==> src/rtl/lsu_dmem.sv <==
// Load/store unit with a private word-organised data memory.
// Loads take accept->READ->RESP; stores and rejected ops go straight to RESP.
module lsu_dmem #(
  parameter int ADDR_W = 8
) (
  input  logic        clk_i,
  input  logic        rst_ni,
  input  logic        req_i,
  input  logic        we_i,
  input  logic [2:0]  funct3_i,
  input  logic [31:0] addr_i,
  input  logic [31:0] wdata_i,
  output logic        busy_o,
  output logic        done_o,
  output logic [31:0] rdata_o,
  output logic        err_o
);

  localparam int IDX_W = ADDR_W - 2;
  localparam int DEPTH = 2 ** IDX_W;

  typedef enum logic [1:0] {IDLE, READ, RESP} state_t;

  state_t           state;
  logic [31:0]      mem [DEPTH];
  logic [IDX_W-1:0] idx, idx_q;
  logic [1:0]       lane_q;
  logic [2:0]       funct3_q;
  logic             bad;
  logic [3:0]       be;
  logic [31:0]      wlane;
  logic             unused_addr;

  // Upper address bits alias onto the same words by design.
  assign unused_addr = ^addr_i[31:ADDR_W];
  assign idx         = addr_i[ADDR_W-1:2];
  assign busy_o      = rst_ni && ((state == IDLE && req_i) || state == READ);

  function automatic logic [31:0] fmt_load(input logic [31:0] w, input logic [2:0] f3,
                                           input logic [1:0] lane);
    logic [7:0]  b;
    logic [15:0] h;
    b = w[{lane, 3'b000} +: 8];
    h = lane[1] ? w[31:16] : w[15:0];
    case (f3)
      3'b000:  return {{24{b[7]}}, b};
      3'b001:  return {{16{h[15]}}, h};
      3'b100:  return {24'h0, b};
      3'b101:  return {16'h0, h};
      default: return w;
    endcase
  endfunction

  always_comb begin
    // NOTE: every combinational output gets a default first so no path can infer a latch.
    bad   = 1'b0;
    be    = 4'b0000;
    wlane = wdata_i;
    if (we_i) bad = (funct3_i[2] || funct3_i[1:0] == 2'b11);
    else      bad = (funct3_i == 3'b011 || funct3_i[2:1] == 2'b11);
    if (funct3_i[1:0] == 2'b01 && addr_i[0])          bad = 1'b1;
    if (funct3_i[1:0] == 2'b10 && addr_i[1:0] != 2'b00) bad = 1'b1;
    case (funct3_i[1:0])
      2'b00: begin
        be    = 4'b0001 << addr_i[1:0];
        wlane = {4{wdata_i[7:0]}};
      end
      2'b01: begin
        be    = addr_i[1] ? 4'b1100 : 4'b0011;
        wlane = {2{wdata_i[15:0]}};
      end
      default: be = 4'b1111;
    endcase
  end

  // NOTE: the RAM array has no reset; contents survive rst_ni, only the write is gated by it.
  always_ff @(posedge clk_i) begin
    if (rst_ni && state == IDLE && req_i && we_i && !bad) begin
      for (int k = 0; k < 4; k++) begin
        if (be[k]) mem[idx][8*k +: 8] <= wlane[8*k +: 8];
      end
    end
  end

  // NOTE: all sequential state uses non-blocking assignments so every register sees pre-edge values.
  always_ff @(posedge clk_i) begin
    if (!rst_ni) begin
      state   <= IDLE;
      done_o  <= 1'b0;
      err_o   <= 1'b0;
      rdata_o <= '0;
    end else begin
      case (state)
        IDLE: begin
          done_o <= 1'b0;
          err_o  <= 1'b0;
          if (req_i) begin
            idx_q    <= idx;
            lane_q   <= addr_i[1:0];
            funct3_q <= funct3_i;
            if (bad || we_i) begin
              state   <= RESP;
              done_o  <= 1'b1;
              err_o   <= bad;
              rdata_o <= '0;
            end else begin
              state <= READ;
            end
          end
        end
        READ: begin
          rdata_o <= fmt_load(mem[idx_q], funct3_q, lane_q);
          done_o  <= 1'b1;
          state   <= RESP;
        end
        RESP: begin
          done_o <= 1'b0;
          err_o  <= 1'b0;
          state  <= IDLE;
        end
        default: state <= IDLE;
      endcase
    end
  end

endmodule

==> config.mk <==
export PLATFORM = sky130hd
export DESIGN_NAME = lsu_dmem
export DESIGN_NICKNAME = d
export VERILOG_FILES = /design/src/rtl/lsu_dmem.sv
export SDC_FILE = /design/constraint.sdc
export NUM_CORES = 2
export LEC_CHECK = 0
export BUFFER_PORTS_ARGS = -buffer_cell sky130_fd_sc_hd__buf_4
export CAP_MARGIN = 20
export CORE_MARGIN = 4
export CORE_UTILIZATION = 50
export DETAILED_ROUTE_END_ITERATION = 10
export GPL_ROUTABILITY_DRIVEN = 0
export PLACE_DENSITY = 0.64
export SYNTH_ARGS = -nofsm -noshare
export SYNTH_HDL_FRONTEND = slang
export SYNTH_SLANG_ARGS = --single-unit
export TNS_END_PERCENT = 5
==> constraint.sdc <==
create_clock -name clk_i -period 5.29 [get_ports clk_i]
set_clock_uncertainty 0.1 [all_clocks]
set_input_delay 0.529 -clock clk_i [delete_from_list [all_inputs] [get_ports clk_i]]
set_output_delay 0.529 -clock clk_i [all_outputs]
set_load 0.1 [all_outputs]
# [Word-level counts from Yosys, hierarchy flattened]
# Memory sizes are Yosys's and may differ from the RTL's. A register that Yosys moved wholly into a read port is not among the register bits.
# Index checks and enable logic that the tools add are counted.
[totals] ramBits=2048 elab_cells=77 in_bits=71 regBits=47 mem_count=1
[op_classes] n_mux=33 n_reduce_logical=22 eq_ne=12 shifts=2
[memory_table] memory="mem" depth=64 word_bits=32 rd=1 rd_ports_with_merged_regs=1 wr=1 line="25" text="logic [31:0] mem [DEPTH];"
[ops] cell="32-bit one-hot mux with 2 select lines" count=2
[ops] cell="32-bit one-hot mux with 4 select lines" count=1
[ops] cell="32-bit 2-to-1 mux" count=2
[ops] cell="32-bit by 6-bit variable part select with 8-bit output" count=1
[ops] cell="1-bit 2-to-1 mux" count=19
[ops] cell="16-bit 2-to-1 mux" count=1
[ops] cell="2-bit equality test, second input constant" count=4
[ops] cell="1-bit logical AND" count=8
[ops] cell="4-bit one-hot mux with 2 select lines" count=1
[ops] cell="3-bit equality test, second input constant" count=2
[ops] cell="6-bit 2-to-1 mux" count=1
[ops] cell="3-bit AND reduction" count=2
[ops] cell="2-bit nonzero test" count=3
[ops] cell="2-bit by 1-bit equality test with 1-bit output, second input constant" count=2
[ops] cell="2-bit zero test" count=2
[ops] cell="1-bit logical OR" count=4
[ops] cell="2-bit 2-to-1 mux" count=2
[ops] cell="4-bit 2-to-1 mux" count=1
[ops] cell="2-bit one-hot mux with 2 select lines" count=1
[ops] cell="1-bit by 2-bit left shift with 4-bit output, first input constant" count=1
[ops] cell="3-bit by 1-bit equality test with 1-bit output, second input constant" count=1
[ops] cell="3-bit by 2-bit equality test with 1-bit output, second input constant" count=1
[ops] cell="3-bit zero test" count=1
[ops] cell="1-bit one-hot mux with 3 select lines" count=1
[ops] cell="other kinds (5)" count=5

# [Longest topological paths before layout]
[logic_depth] depth_word=9 mapped_depth=14

# [Worst setup path before layout]
# Ideal clock, no wire load.
[synth_timing] kind="input -> register" startpoint="input port funct3_i[0]" endpoint="memory mem[0][24], data pin" cell_stages=3 n_path_buf=1 setup_ps=702 slack_ps=884 t_arrival_ps=3605 path_cell_list="buf_1 > mux2i_1 > o21ai_0"
[synth_via] elab_chain_cells=2 word_cells_on_any_way=3 classes_between="eq/ne (1); mux (1); reduce/logical (1)"
[synth_rtl] element="start, declared" line="10" text="input logic [2:0] funct3_i,"
[synth_rtl] element="2-bit by 1-bit equality test with 1-bit output or 2-bit zero test (tied branches)" line="63" text="case (funct3_i[1:0])"
[synth_rtl] element="32-bit one-hot mux with 2 select lines (*)" line="63"
[synth_rtl] element="net wlane[24]" line="31" text="logic [31:0] wlane;"
[synth_rtl] element="end, declared" line="25"
# The timed path passes the listed nets; every way through them passes the cells marked *.

==> summary by stage <==
Worst setup path
The setup check on the worst reg-to-reg path leaves a slack of 1.06 ns. Counting both buffers and inverters, the worst setup path holds a total of 2. The top fanout value on the critical path is 30.

The critical path goes through buf_4, mux4_2, mux4_2, a22oi_1, nand2_1, nor2_1, a2111oi_0, buf_4, a22o_1. Broken down by cell family, the worst path's largest delay share belongs to multiplexers. The critical path endpoint category is a flop. The critical path's slowest cell is sky130_fd_sc_hd__dfxtp_4. The path type of the worst setup path is flop to flop. The largest single stage delay on the critical path is 0.88 ns. The cell count of the worst reg-to-reg path is 9. The category of the worst setup path launch point is a flop. At the worst endpoint, the required time is 5.92 ns.

The endpoint identified for the worst register-to-register timing path is rdata_o[3]$_SDFFE_PN0P_. The arrival time of data at the critical path endpoint is 4.86 ns.

Timing
The period utilization is 80.0%. Setup repair after global routing left no endpoint under its margin. The sum of negative setup slack is 0 ns. Headroom to the max-slew limit came out at 14.5%. The count of pins over their slew limit came to 0.

For the pin with the worst max-slew slack, the measured transition is 1.28 ns. For this run, the top clock speed supported by timing is 236 MHz. The clock period minus worst slack is 4.23 ns. The tightest hold margin is 0.0503 ns. The number of hold-slack violations in the final timing report is 0. Setup violations remaining at the end of the flow were counted as 0.

Layout
The filler cell count is 11978. Relative to the synthesized area, the layout overhead comes to 12.6%. After the flow finishes, the layout carries non-filler instances totaling 6563. In the final layout, flip-flops and latches occupy 0.0627 mm². The layout cell share with drive strength beyond 1 is 24.0%. For this run, the post-layout net count is 4271. In the final layout, the multi-input gates occupy 0.0185 mm².

Hold path
The path class of the tightest hold or removal check is primary input to flop. The worst hold path startpoint is wdata_i[23]. The endpoint with the worst hold slack is mem[17][23]$_DFFE_PP_.

The number of cells on the worst hold path is 2.

Detailed routing
The via-per-instance ratio is 6.39. The wire length after detailed routing is 228000 µm. The count of unresolved DRC violations after routing is 38. Across all layers, the routed design uses 41934 vias. The first-pass detailed-route iteration total is 11. For this block, the initial DRC count from the detailed router was 5967. The count of nets left with antenna violations once routing finished came out at 0.

Dividing the detail-routed wire length by the instance count gives 34.7 µm.

Synthesis
The average cell area after synthesis is 20.6 µm². The share of flip-flops with an asynchronous set or reset is 0%. In this run the cell area of the synthesized design comes to 0.0823 mm². In this run, synthesis inferred 2059 flip-flops with an integrated enable. The number of synthesis warnings is 0. The number of nets produced by synthesis is 4060.

The synthesized netlist devotes 0.0608% of its cell area to adder and majority cells. Counting every instance in the synthesized netlist gives 3985. The synthesized flop and latch total is 2101.

After synthesis, the share of cell area in mux cells is 16.6%. The synthesized netlist devotes 2.68% of its cell area to compound gates. By area, the combinational part of the netlist is dominated by multiplexers. Summing the areas of all and, or, nand and nor instances in the mapped netlist gives 2.98% of the synthesized area. In this run, distinct cell masters in the synthesized netlist total 61. Of the synthesized area, sequential elements account for 76.2%. The leading register cell type out of synthesis is sky130_fd_sc_hd__edfxtp_1.

The synthesized netlist devotes 0% of its cell area to XOR and XNOR gates.

Power
The largest vdd supply drop is 356 µV. The power per cell area is 382 mW/mm². The analysis attributes to cell leakage a power of 29.2 nW. Power comes to 35.4 mW.

Placement
Counting tap cells, the placed design contains a total of 6132 instances. The half-perimeter wire length after detailed placement is 143000 µm. The count of input and output buffers is 81.

Clock tree
For this design, the sink count on the clock tree is 2101. In this run, post-CTS repair resized a total of 0 instances. The master cell of the clock root buffer is sky130_fd_sc_hd__clkbuf_16. The clock tree from TritonCTS is yes. The clock transition at the registers of the reported paths is 0.06 ns. Clock latency on the worst-skew pair, taken at its later pin, is 0.83 ns. The maximum level of the CTS H-tree is 4. The number of buffers on the longest clock path is 3.

Counting the buffers created by CTS gives 202.

Global route
The pin count of the biggest net entering global routing is 77. Global routing consumed, over all layers together, 26.8% of the routing resources. The first global-routing pass estimated 318000 µm of wire. The via count of the first global-routing pass was 41090.

The initial antenna violation count is 9. The overflow left after global routing is 0.

Run
Max-cap violations in this run came to 0.

Floorplan
The floorplan die height is 414 µm. The core region is 0.163 mm². The top-level port count is 106.

The effective utilization at floorplan is 50.4%. The floorplan step defined a die boundary enclosing 0.171 mm². The cell row count is 148. The die width is 414 µm.

Run status
The final reports fail on DRC. The flow ran to the end, but the final reports show violations.
## what timing repair did
| item | in CTS | in global routing |
|---|---|---|
| hold endpoints to repair | 23 | 4 |
| setup buffers | 0 | 0 |
| hold buffers | 15 | 1 |
## Yosys cell counts (all sizes together), types with 16 or more instances
master  number  area share (%)
o221ai      21            0.22
nor2       305             1.4
mux2        29            0.40
edfxtp    2059              75
o21ai       53            0.32
dfxtp       42             1.0
clkbuf      82            0.37
mux2i      224             2.7
nor2b       16            0.12
a21oi       38            0.24
o22ai       17            0.13
nand2      145            0.66
nand3       50            0.30
mux4       492              13
buf        148             1.1
a22oi       92            0.84
## per-stage QoR
step / utilization (%) / area, µm² / setup WS, ns
6_report: 56.8 / 92600 / 1.06
5_1_grt: 56.8 / 92600 / 0.895
4_1_cts: 56.6 / 92300 / 1.11
3_5_place_dp: 52.5 / 85700 / 1.13
3_3_place_gp: 52.5 / 85600 / 1.17
2_1_floorplan: - / 82300 / 0.884
## sequential cells by signal, indices dropped and copies added, names as in the netlist, named ones only
register and cells:
idx_q 6, lane_q 2, err_o 1, funct3_q 3
state 2, done_o 1, rdata_o 32, mem 2048
## placed cells by master, fill, tap and decap left out, types with 50 or more instances in the layout
| cell | instances |
|---|---|
| sky130_fd_sc_hd__nand2_1 | 145 |
| sky130_fd_sc_hd__a22oi_1 | 92 |
| sky130_fd_sc_hd__edfxtp_1 | 2059 |
| sky130_fd_sc_hd__mux2i_1 | 224 |
| sky130_fd_sc_hd__nor2_1 | 304 |
| sky130_fd_sc_hd__clkbuf_1 | 54 |
| sky130_fd_sc_hd__clkbuf_16 | 204 |
| sky130_fd_sc_hd__buf_4 | 186 |
| sky130_fd_sc_hd__mux4_2 | 492 |
| sky130_fd_sc_hd__nand3_1 | 50 |
## worst max path at each step
stage,endpoint,slack [ns],cells after the start
after floorplan,mem[0][24]$_DFFE_PP_,0.88,3
after global placement,rdata_o[3]$_SDFFE_PN0P_,1.17,8
after global routing,rdata_o[1]$_SDFFE_PN0P_,0.90,10
after CTS,rdata_o[8]$_SDFFE_PN0P_,1.11,9
final,rdata_o[3]$_SDFFE_PN0P_,1.06,9
after detailed placement,rdata_o[8]$_SDFFE_PN0P_,1.13,9
## report_power, final
group	internal, mW	switching, mW	leakage, nW
Combinational	1.01	1.80	7.21
Sequential	18.4	0.0624	18.9
Clock	7.98	6.18	3.16
Total	27.4	8.05	29.2
## cell families after synthesis
group,Yosys count
DFF,2101
muxes,745
and+or+nand+nor,581
AOI/OAI and AO/OA,312
buffers and inverters,242
adders and majority gates,4
## metal layers
layer,part of all wire [%],track usage (%)
met3,11,8.47
met2,46,40.3
met5,0.098,0.575
met1,38,36.2
met4,5.5,12.2
## cell type report
type / count / share of cell area, %
flip-flops and latches: 2101 / 67.7
multi-input cells: 1642 / 20.0
clock buffers: 261 / 5.77
well taps: 2175 / 2.94
repair buffers: 237 / 2.35
clock inverters: 119 / 1.17
inverters: 12 / 0.0513
diodes: 16 / 0.0432
No activity file was read; power rests on OpenSTA's default activity.
